File: config.mk
export PLATFORM = sky130hd
export DESIGN_NAME = vga_timing_gen_flat
export DESIGN_NICKNAME = d
export VERILOG_FILES = /design/src/rtl/vga_timing_pkg.sv /design/src/rtl/vga_timing_gen_if.sv /design/src/rtl/vga_axis_counter.sv /design/src/rtl/vga_timing_gen.sv /design/src/flat_wrapper.sv
export SDC_FILE = /design/constraint.sdc
export NUM_CORES = 1
export LEC_CHECK = 0
export CAP_MARGIN = 10
export CELL_PAD_IN_SITES_DETAIL_PLACEMENT = 1
export CELL_PAD_IN_SITES_GLOBAL_PLACEMENT = 1
export CORE_MARGIN = 8
export CORE_UTILIZATION = 40
export CTS_BUF_LIST = sky130_fd_sc_hd__clkbuf_2 sky130_fd_sc_hd__clkbuf_4 sky130_fd_sc_hd__clkbuf_8
export CTS_CLUSTER_DIAMETER = 50
export DETAILED_ROUTE_END_ITERATION = 8
export PLACE_DENSITY_LB_ADDON = 0.12
export SLEW_MARGIN = 15
export SYNTH_ARGS = -nofsm -noshare
export SYNTH_HDL_FRONTEND = slang
export SYNTH_SLANG_ARGS = --single-unit
File: constraint.sdc
create_clock -name clk_i -period 6.3 [get_ports clk_i]
set_input_delay 0.945 -clock clk_i [delete_from_list [all_inputs] [get_ports clk_i]]
set_output_delay 0.945 -clock clk_i [all_outputs]
set_load 0.05 [all_outputs]
File: src/rtl/vga_timing_pkg.sv
// Shared timing constants, polarity encodings and geometry helpers for the
// VGA timing generator and its per-axis counters.
package vga_timing_pkg;

    localparam int SYNC_ACT_LOW  = 0;
    localparam int SYNC_ACT_HIGH = 1;

    typedef struct packed {
        int active;
        int fp;
        int pulse;
        int bp;
        int pol;
    } axis_timing_t;

    localparam axis_timing_t VGA_640X480_H = '{active: 640, fp: 16, pulse: 96, bp: 48, pol: SYNC_ACT_LOW};
    localparam axis_timing_t VGA_640X480_V = '{active: 480, fp: 10, pulse: 2,  bp: 33, pol: SYNC_ACT_LOW};
    localparam axis_timing_t VGA_800X600_H = '{active: 800, fp: 40, pulse: 128, bp: 88, pol: SYNC_ACT_HIGH};
    localparam axis_timing_t VGA_800X600_V = '{active: 600, fp: 1,  pulse: 4,   bp: 23, pol: SYNC_ACT_HIGH};

    function automatic int axis_blank(input int fp, input int pulse, input int bp);
        return fp + pulse + bp;
    endfunction

    function automatic int axis_total(input int active, input int fp, input int pulse, input int bp);
        return axis_blank(fp, pulse, bp) + active;
    endfunction

endpackage

File: src/rtl/vga_timing_gen_if.sv
// Video timing bundle from the sync generator to the pixel pipeline and pads.
interface vga_timing_gen_if #(
    parameter int CW  = 12,
    parameter int FCW = 8
);
    logic           hsync_o;
    logic           vsync_o;
    logic           activevideo_o;
    logic [CW-1:0]  x_px_o;
    logic [CW-1:0]  y_px_o;
    logic [CW-1:0]  hc_o;
    logic [CW-1:0]  vc_o;
    logic           line_start_o;
    logic           frame_start_o;
    logic [FCW-1:0] frame_cnt_o;

    modport master (
        output hsync_o, vsync_o, activevideo_o, x_px_o, y_px_o,
               hc_o, vc_o, line_start_o, frame_start_o, frame_cnt_o
    );

    modport slave (
        input hsync_o, vsync_o, activevideo_o, x_px_o, y_px_o,
              hc_o, vc_o, line_start_o, frame_start_o, frame_cnt_o
    );
endinterface

File: src/rtl/vga_axis_counter.sv
// One timing axis: wrapping position counter plus sync/active decode of the
// next count, so the parent can register decodes aligned with the counter.
module vga_axis_counter
    import vga_timing_pkg::*;
#(
    parameter int ACTIVE = 640,
    parameter int FP     = 16,
    parameter int PULSE  = 96,
    parameter int BP     = 48,
    parameter int POL    = SYNC_ACT_LOW,
    parameter int CW     = 12
) (
    input  logic          clk,
    input  logic          rst_n,
    input  logic          adv,
    output logic          wrap,
    output logic [CW-1:0] cnt,
    output logic [CW-1:0] cnt_next,
    output logic [CW-1:0] pos_next,
    output logic          sync_next,
    output logic          active_next
);
    localparam int BLANK = axis_blank(FP, PULSE, BP);
    localparam int TOTAL = axis_total(ACTIVE, FP, PULSE, BP);

    localparam logic [CW-1:0] LAST       = CW'(TOTAL - 1);
    localparam logic [CW-1:0] ONE        = CW'(1);
    localparam logic [CW-1:0] SYNC_START = CW'(FP);
    localparam logic [CW-1:0] SYNC_END   = CW'(FP + PULSE);
    localparam logic [CW-1:0] BLANK_C    = CW'(BLANK);
    localparam logic          SYNC_ON    = (POL != 0);

    if (ACTIVE < 1 || PULSE < 1) begin : g_bad_region
        $error("vga_axis_counter: active region and sync pulse must be non-empty");
    end
    if (CW < 2 || CW > 30 || TOTAL > (1 << CW)) begin : g_bad_width
        $error("vga_axis_counter: line/frame total does not fit in CW bits");
    end

    logic [CW-1:0] cnt_reg;

    always_comb begin
        wrap        = adv && (cnt_reg == LAST);
        cnt_next    = cnt_reg;
        if (wrap) begin
            cnt_next = '0;
        end else if (adv) begin
            cnt_next = cnt_reg + ONE;
        end
        sync_next   = (cnt_next >= SYNC_START && cnt_next < SYNC_END) ? SYNC_ON : ~SYNC_ON;
        active_next = (cnt_next >= BLANK_C);
        pos_next    = active_next ? (cnt_next - BLANK_C) : '0;
    end

    always_ff @(posedge clk or negedge rst_n) begin
        if (!rst_n) begin
            cnt_reg <= '0;
        end else begin
            cnt_reg <= cnt_next;
        end
    end

    assign cnt = cnt_reg;

endmodule

File: src/rtl/vga_timing_gen.sv
// Parametrised VGA sync generator: chained H/V counters advanced by a pixel
// strobe, with every output registered from the next-state counter values.
module vga_timing_gen
    import vga_timing_pkg::*;
#(
    parameter int H_ACTIVE    = VGA_640X480_H.active,
    parameter int H_FP        = VGA_640X480_H.fp,
    parameter int H_PULSE     = VGA_640X480_H.pulse,
    parameter int H_BP        = VGA_640X480_H.bp,
    parameter int V_ACTIVE    = VGA_640X480_V.active,
    parameter int V_FP        = VGA_640X480_V.fp,
    parameter int V_PULSE     = VGA_640X480_V.pulse,
    parameter int V_BP        = VGA_640X480_V.bp,
    parameter int HSYNC_POL   = SYNC_ACT_LOW,
    parameter int VSYNC_POL   = SYNC_ACT_LOW,
    parameter int ACTIVE_LEAD = 1,
    parameter int CW          = 12,
    parameter int FCW         = 8
) (
    input  logic             clk_i,
    input  logic             rstn_i,
    input  logic             pix_en_i,
    vga_timing_gen_if.master vid
);
    localparam int H_BLANK = axis_blank(H_FP, H_PULSE, H_BP);

    localparam logic [CW-1:0]  AV_START = CW'(H_BLANK - ACTIVE_LEAD);
    localparam logic [FCW-1:0] FC_ONE   = FCW'(1);
    localparam logic           HS_IDLE  = (HSYNC_POL == 0);
    localparam logic           VS_IDLE  = (VSYNC_POL == 0);

    if (ACTIVE_LEAD < 0 || ACTIVE_LEAD >= H_BLANK) begin : g_bad_lead
        $error("vga_timing_gen: ACTIVE_LEAD must lie in 0..H_BLANK-1");
    end
    if (FCW < 1) begin : g_bad_fcw
        $error("vga_timing_gen: frame counter needs at least one bit");
    end

    logic          h_wrap, v_wrap;
    logic          h_sync_next, v_sync_next;
    logic          h_act_next, v_act_next;
    logic [CW-1:0] h_cnt, v_cnt;
    logic [CW-1:0] h_cnt_next, v_cnt_next;
    logic [CW-1:0] h_pos_next, v_pos_next;

    vga_axis_counter #(
        .ACTIVE(H_ACTIVE), .FP(H_FP), .PULSE(H_PULSE), .BP(H_BP),
        .POL(HSYNC_POL), .CW(CW)
    ) u_h_cnt (
        .clk(clk_i), .rst_n(rstn_i), .adv(pix_en_i),
        .wrap(h_wrap), .cnt(h_cnt), .cnt_next(h_cnt_next), .pos_next(h_pos_next),
        .sync_next(h_sync_next), .active_next(h_act_next)
    );

    // The vertical axis steps only on the horizontal wrap.
    vga_axis_counter #(
        .ACTIVE(V_ACTIVE), .FP(V_FP), .PULSE(V_PULSE), .BP(V_BP),
        .POL(VSYNC_POL), .CW(CW)
    ) u_v_cnt (
        .clk(clk_i), .rst_n(rstn_i), .adv(h_wrap),
        .wrap(v_wrap), .cnt(v_cnt), .cnt_next(v_cnt_next), .pos_next(v_pos_next),
        .sync_next(v_sync_next), .active_next(v_act_next)
    );

    logic           visible_next;
    logic           av_next;
    logic           hsync_reg, vsync_reg, av_reg, ls_reg, fs_reg;
    logic [CW-1:0]  x_reg, y_reg;
    logic [FCW-1:0] fc_reg;

    assign visible_next = h_act_next && v_act_next;
    assign av_next      = (h_cnt_next >= AV_START) && v_act_next;

    // Pulses come straight from the wrap decodes, so they drop on the next
    // clock even when the strobe is slower than the clock.
    always_ff @(posedge clk_i or negedge rstn_i) begin
        if (!rstn_i) begin
            hsync_reg <= HS_IDLE;
            vsync_reg <= VS_IDLE;
            av_reg    <= 1'b0;
            x_reg     <= '0;
            y_reg     <= '0;
            ls_reg    <= 1'b0;
            fs_reg    <= 1'b0;
            fc_reg    <= '0;
        end else begin
            hsync_reg <= h_sync_next;
            vsync_reg <= v_sync_next;
            av_reg    <= av_next;
            x_reg     <= visible_next ? h_pos_next : '0;
            y_reg     <= visible_next ? v_pos_next : '0;
            ls_reg    <= h_wrap;
            fs_reg    <= v_wrap;
            if (v_wrap) begin
                fc_reg <= fc_reg + FC_ONE;
            end
        end
    end

    assign vid.hsync_o       = hsync_reg;
    assign vid.vsync_o       = vsync_reg;
    assign vid.activevideo_o = av_reg;
    assign vid.x_px_o        = x_reg;
    assign vid.y_px_o        = y_reg;
    assign vid.hc_o          = h_cnt;
    assign vid.vc_o          = v_cnt;
    assign vid.line_start_o  = ls_reg;
    assign vid.frame_start_o = fs_reg;
    assign vid.frame_cnt_o   = fc_reg;

endmodule

File: src/flat_wrapper.sv
// flat-port wrapper written by rule: the top's interface ports become plain ports
module vga_timing_gen_flat import vga_timing_pkg::*;
#(
    parameter int H_ACTIVE    = VGA_640X480_H.active,
    parameter int H_FP        = VGA_640X480_H.fp,
    parameter int H_PULSE     = VGA_640X480_H.pulse,
    parameter int H_BP        = VGA_640X480_H.bp,
    parameter int V_ACTIVE    = VGA_640X480_V.active,
    parameter int V_FP        = VGA_640X480_V.fp,
    parameter int V_PULSE     = VGA_640X480_V.pulse,
    parameter int V_BP        = VGA_640X480_V.bp,
    parameter int HSYNC_POL   = SYNC_ACT_LOW,
    parameter int VSYNC_POL   = SYNC_ACT_LOW,
    parameter int ACTIVE_LEAD = 1,
    parameter int CW          = 12,
    parameter int FCW         = 8
)
  (clk_i, rstn_i, pix_en_i, vid_hsync_o, vid_vsync_o, vid_activevideo_o, vid_x_px_o, vid_y_px_o, vid_hc_o, vid_vc_o, vid_line_start_o, vid_frame_start_o, vid_frame_cnt_o);
  vga_timing_gen_if #(.CW(CW), .FCW(FCW)) vid_i ();
  input  logic clk_i;
  input  logic rstn_i;
  input  logic pix_en_i;
  output wire logic [$bits(vid_i.hsync_o)-1:0] vid_hsync_o;
  output wire logic [$bits(vid_i.vsync_o)-1:0] vid_vsync_o;
  output wire logic [$bits(vid_i.activevideo_o)-1:0] vid_activevideo_o;
  output wire logic [$bits(vid_i.x_px_o)-1:0] vid_x_px_o;
  output wire logic [$bits(vid_i.y_px_o)-1:0] vid_y_px_o;
  output wire logic [$bits(vid_i.hc_o)-1:0] vid_hc_o;
  output wire logic [$bits(vid_i.vc_o)-1:0] vid_vc_o;
  output wire logic [$bits(vid_i.line_start_o)-1:0] vid_line_start_o;
  output wire logic [$bits(vid_i.frame_start_o)-1:0] vid_frame_start_o;
  output wire logic [$bits(vid_i.frame_cnt_o)-1:0] vid_frame_cnt_o;
  assign vid_hsync_o = vid_i.hsync_o;
  assign vid_vsync_o = vid_i.vsync_o;
  assign vid_activevideo_o = vid_i.activevideo_o;
  assign vid_x_px_o = vid_i.x_px_o;
  assign vid_y_px_o = vid_i.y_px_o;
  assign vid_hc_o = vid_i.hc_o;
  assign vid_vc_o = vid_i.vc_o;
  assign vid_line_start_o = vid_i.line_start_o;
  assign vid_frame_start_o = vid_i.frame_start_o;
  assign vid_frame_cnt_o = vid_i.frame_cnt_o;
  vga_timing_gen #(.H_ACTIVE(H_ACTIVE), .H_FP(H_FP), .H_PULSE(H_PULSE), .H_BP(H_BP), .V_ACTIVE(V_ACTIVE), .V_FP(V_FP), .V_PULSE(V_PULSE), .V_BP(V_BP), .HSYNC_POL(HSYNC_POL), .VSYNC_POL(VSYNC_POL), .ACTIVE_LEAD(ACTIVE_LEAD), .CW(CW), .FCW(FCW)) u_core (.clk_i(clk_i), .rstn_i(rstn_i), .pix_en_i(pix_en_i), .vid(vid_i));
endmodule
Word-level counts from Yosys, hierarchy flattened
Cells that the tools add are included.
{"block": "classes", "add_sub_neg": 5, "n_mul": 0, "div": 0, "order_cmp": 7, "n_eq_ne": 2, "n_shift": 0, "muxes": 10, "bitwise": 0, "n_reduce_logical": 6}
{"operator": "12-bit two-way mux", "n": 8}
{"operator": "12-bit by 1-bit adder with 12-bit output (second input constant)", "n": 2}
{"operator": "12-bit by 10-bit == test with 1-bit output (second input constant)", "n": 2}
{"operator": "12-bit by 8-bit >= comparator with 1-bit output (second input constant)", "n": 2}
{"operator": "12-bit by 4-bit >= comparator with 1-bit output (second input constant)", "n": 1}
{"operator": "12-bit by 5-bit >= comparator with 1-bit output (second input constant)", "n": 1}
{"operator": "12-bit by 6-bit >= comparator with 1-bit output (second input constant)", "n": 1}
{"operator": "12-bit by 4-bit less-than comparator with 1-bit output (second input constant)", "n": 1}
{"operator": "12-bit by 7-bit less-than comparator with 1-bit output (second input constant)", "n": 1}
{"operator": "12-bit by 6-bit subtractor with 12-bit output (second input constant)", "n": 1}
{"operator": "12-bit by 8-bit subtractor with 12-bit output (second input constant)", "n": 1}
{"operator": "8-bit by 1-bit adder with 8-bit output (second input constant)", "n": 1}
{"operator": "1-bit logical AND", "n": 6}
{"operator": "1-bit two-way mux", "n": 2}
{"block": "word_totals", "ff_bits": 61, "latch_bits": 0, "ramBits": 0, "romBits": 0, "in_bits": 3, "output_inout_bits": 61, "mem_count": 0}

Logic depth before layout (Yosys ltp)
{"block": "logic_depth", "word_depth": 7, "mapped_depth": 17, "depth_no_buf": 14}

Hierarchy
From an unflattened synthesis, not the netlist that was laid out.
{"block": "hier_totals", "hier_cells": 334, "area_unflattened_um2": 3339.5}
{"mod": "vga_timing_gen", "n_inst": 1, "cells_per_inst": 89, "area_each_um2": 1266.2, "seq_area_each_um2": 928.4}
{"mod": "vga_axis_counter (u_core.u_v_cnt)", "n_inst": 1, "cells_per_inst": 129, "area_each_um2": 1087.3, "seq_area_each_um2": 300.3}
{"mod": "vga_axis_counter (u_core.u_h_cnt)", "n_inst": 1, "cells_per_inst": 116, "area_each_um2": 985.9, "seq_area_each_um2": 300.3}

Least setup slack after synthesis
Ideal clock, no wire load.
{"block": "synth_timing", "path_type": "input port to flip-flop", "from": "input pix_en_i", "to": "register u_core.x_reg[1] (netlist: u_core.vid.x_px_o[1])", "arrival_time_ns": 3.715, "required_time_ns": 6.219, "slack_ns": 2.503, "cell_stages": 17, "n_path_buf": 4, "path_cell_list": "buf_2 > nand3_1 > or4_1 > buf_2 > inv_2 > buf_4 > nand2_1 > o21ai_0 > inv_1 > ha_1 > inv_1 > nor3b_1 > a211oi_2 > inv_1 > a21o_2 > buf_6 > nor3_2"}
{"block": "synth_between", "elab_chain_len": 6}
{"element": "start: declaration", "line_no": "flat_wrapper.sv:22", "rtl": "input logic pix_en_i;"}
{"element": "1-bit logical AND *", "line_no": "vga_axis_counter.sv:43", "rtl": "wrap = adv && (cnt_reg == LAST);"}
{"element": "12-bit two-way mux / 1-bit logical AND (equally long branches)", "line_no": "vga_axis_counter.sv:47, vga_axis_counter.sv:43"}
{"element": "12-bit two-way mux *", "line_no": "vga_axis_counter.sv:45", "rtl": "if (wrap) begin"}
{"element": "net u_core.u_v_cnt.cnt_next[0]", "line_no": "vga_axis_counter.sv:18", "rtl": "output logic [CW-1:0] cnt_next,"}
{"element": "12-bit by 6-bit >= comparator with 1-bit output *", "line_no": "vga_axis_counter.sv:51", "rtl": "active_next = (cnt_next >= BLANK_C);"}
{"element": "1-bit logical AND *", "line_no": "vga_timing_gen.sv:71", "rtl": "assign visible_next = h_act_next && v_act_next;"}
{"element": "12-bit two-way mux *", "line_no": "vga_timing_gen.sv:90", "rtl": "x_reg <= visible_next ? h_pos_next : '0;"}
{"element": "end signal: assignment", "line_no": "vga_timing_gen.sv:90"}
{"element": "end: declaration", "line_no": "vga_timing_gen.sv:68", "rtl": "logic [CW-1:0] x_reg, y_reg;"}
The timed path passes the listed nets; every way through them passes the cells marked *.
A chain may end at the register's enable or synchronous reset.

Worst setup path after layout
{"block": "layout_timing", "from": "input pix_en_i", "to": "register u_core.y_reg[8] (netlist: u_core.vid.y_px_o[8])"}
{"block": "layout_between", "elab_chain_len": 6}
{"element": "1-bit logical AND *", "line_no": "vga_axis_counter.sv:43"}
{"element": "12-bit two-way mux / 1-bit logical AND (equally long branches)", "line_no": "vga_axis_counter.sv:47, vga_axis_counter.sv:43"}
{"element": "12-bit two-way mux *", "line_no": "vga_axis_counter.sv:45"}
{"element": "net u_core.u_v_cnt.cnt_next[0]", "line_no": "vga_axis_counter.sv:18"}
{"element": "12-bit by 6-bit subtractor with 12-bit output / 12-bit by 6-bit >= comparator with 1-bit output (equally long branches)", "line_no": "vga_axis_counter.sv:52, vga_axis_counter.sv:51"}
{"element": "12-bit two-way mux / 1-bit logical AND (equally long branches)", "line_no": "vga_axis_counter.sv:52, vga_timing_gen.sv:71"}
{"element": "12-bit two-way mux *", "line_no": "vga_timing_gen.sv:91", "rtl": "y_reg <= visible_next ? v_pos_next : '0;"}
{"element": "end signal: assignment", "line_no": "vga_timing_gen.sv:91"}
{"element": "end: declaration", "line_no": "vga_timing_gen.sv:68"}
Marks and branches as above.

==> metrics.txt <==
port bufs=between 60 and 70; CTS resizes=0; Fin Hold WS=around 480 ps; all-layer global routing usage=approximately 15%; status=completed; Die W=between 100 and 150 um; Avg Cell Area, Syn=just over 10 um^2; vias in the first global route=~2700; Finished Cell Area=between 0.004 and 0.005 mm^2; CP Buf/Inv Count=5; Crit Path Max Fanout=23; Post-Syn Area=approximately 0.0031 mm^2; CTS Hold Bufs=0; Die H=slightly above 100 um; Critical Path Sink=u_core.vid.y_px_o[8]; crit path DAT=approximately 5200 ps; post-synth net total=between 300 and 400; largest net degree at the start of global routing=62; WL per Instance=17.1 um; TritonCTS Buffers=9; wire length on met2=3830 um; antenna violations before repair=0; crit path launch=pix_en_i; PD cells=roughly 280 mW/mm^2; num ports=64; WS Path Type=in -> reg; Post-CTS Setup Bufs=0; worst min path class=reg -> reg; metal3 WL=413 um; RSZ-0062 raised after global routing=false; Site Rows=32; Crit path required time=6550 ps; Critical Path End Type=flop; sequential share of power=40.8%; Congestion Overflow GR=0; clock sink count=61; Critical R2R Capture=u_core.vid.y_px_o[8]; routed vias=between 2000 and 2500; clock transition at the registers of the reported paths=roughly 70 ps; achievable frequency=roughly 0.20 GHz; Post-route DRC=0; Post-Route WL=about 8000 um; Relative slew margins=42.5%; total of max-cap violations=0; YS warnings=0; synthesis-stage register bit count=61; Final Max Tran Viols=0; sw frac=between 30% and 40%; Final setup viols=0; layout cells sized above 1=9.09%; GP Congestion=roughly 0.85; placed cells=460; Int Pwr=approximately 750 uW; post-detail-place hpwl=5760 um; Clk pwr share=35.4%; core area=about 0.0076 mm^2; cell count after synthesis=approximately 310; Gate power share=between 20% and 30%; fin crit share=a little under 80%; sequential share of the synthesized area=49.4%; Initial Utilization=between 40% and 50%; DRT iter0 DRCs=67; vias per cell=around 5.2; uppermost routed layer=met4; Util after Layout=between 50% and 60%; top area cells in the synthesized netlist=dfrtp_1 (48%), xnor2_1 (5.9%), nor2_1 (4.6%); setup ws final=~1400 ps; CTS tree=built; Net Sw Power=about 370 uW; worst r2r src=u_core.u_h_cnt.cnt[0]; Final Hold Viols=0; Worst R2R Setup Slack=between 1500 and 2000 ps; final std cells w/o fill=approximately 480; CP Depth=14; clk buf depth=2; number of cells on the worst reg-to-reg path=14; cell mode on critical path=inv_1; VDD IR max=roughly 240 uV; Worst path top cell family by delay=simple AND/OR/NAND/NOR gates; synth unique cells=54; area growth from synthesis to layout=29.4%; htree depth=3; Crit-path slowest cell=or4_1; Worst-Margin Slew=856 ps; min Tclk post-route=about 5000 ps; Yosys top cell area share=~48%; First-pass DRT Iterations=4; Power, Total=around 1.1 mW; Root Buffer Master=clkbuf_8; CP Launch Type=input pin; final net count=between 300 and 400; DIE AREA=about 0.011 mm^2; n_diodes=0; Worst-Skew Late Latency=~340 ps; antenna-violating nets left=0; Area after DPL=~0.0038 mm^2; P_leak=~1.8 nW; DRT met1 WL=~3800 um; first-pass GRT wire length=~14000 um; top_reg_cell synth=dfrtp_1; Post-synth ARST share=100%; Setup TNS=0 ps; Final Skew=between 5 and 6 ps; crit-path max cell delay=860 ps; EDFF count, synth=0; HP Start=u_core.vid.frame_cnt_o[7]; Synth area leader=dfrtp_1; crit-path cells=clkdlybuf4s50_1 > nand3_1 > or4_1 > inv_2 > nand2_1 > o21ai_0 > inv_1 > ha_1 > inv_1 > nor3b_1 > a211oi_2 > inv_1 > a21o_2 > nor3_1; dpl ws=about 1000 ps
## layout by cell type (no fill, tap or decap), types with 5 or more instances in the layout
cell type / instances
and2_1: 5
nor3_1: 9
o21ai_0: 11
nand3_1: 17
dfrtp_1: 59
clkdlybuf4s50_1: 62
nor2_1: 38
a21oi_1: 6
clkbuf_8: 11
or3_1: 5
xor2_1: 16
inv_1: 16
and3_1: 7
nand4_1: 8
ha_1: 8
nand2_1: 15
xnor2_1: 21
## synth_stat cells (5+ instances only)
library cell,count
and3_1,7
xnor2_1,21
o21ai_0,11
clkbuf_1,6
nand2_1,15
nor3_1,9
nand3_1,17
nand4_1,8
nor2_1,38
inv_1,16
xor2_1,16
ha_1,8
and2_1,5
a21oi_1,6
or3_1,5
dfrtp_1,59
## kinds of logic after synthesis
group / after synthesis / share of synthesized area, %
AND/OR/NAND/NOR: 123 / 20.7
flip-flops: 61 / 49.4
AO/OA/AOI/OAI: 43 / 9.70
XOR/XNOR: 38 / 11.0
buffers and inverters: 30 / 4.61
adder cells (fa/ha/maj): 8 / 3.23
multiplexers: 4 / 1.41
## worst min-delay path by stage
stage / endpoint / cells after the start
after floorplan: u_core.u_h_cnt.cnt[0] / 0
after global placement: u_core.vid.frame_cnt_o[7] / 1
after detailed placement: u_core.vid.frame_cnt_o[7] / 1
after CTS: u_core.vid.frame_cnt_o[7] / 1
after global routing: u_core.vid.frame_cnt_o[7] / 1
final: u_core.vid.frame_cnt_o[7] / 1
## per-layer routing
metal	vias up	track usage [%]
met5	-	0
met2	57	25.1
li1	1184	-
met3	11	4.15
met4	0	6.10
met1	1232	19.2
## area by class of cell
cell class	count	area, um^2
Sequential cell	61	1530
Inverter	17	63.8
Clock buffer	12	159
Multi-Input combinational cell	216	1430
Timing Repair Buffer	64	633
Fill cell	857	3600
Clock inverter	4	70.1
Tap cell	102	128
## power groups by stage
stage | Sequential (mW) | Clock [mW] | Combinational (mW)
after floorplan | 0.542 | 0 | 0.0912
after global placement | 0.462 | 0 | 0.266
after detailed placement | 0.463 | 0 | 0.267
after CTS | 0.458 | 0.409 | 0.271
after global routing | 0.463 | 0.421 | 0.291
final | 0.459 | 0.398 | 0.268
Power figures use the tool's default switching activity.
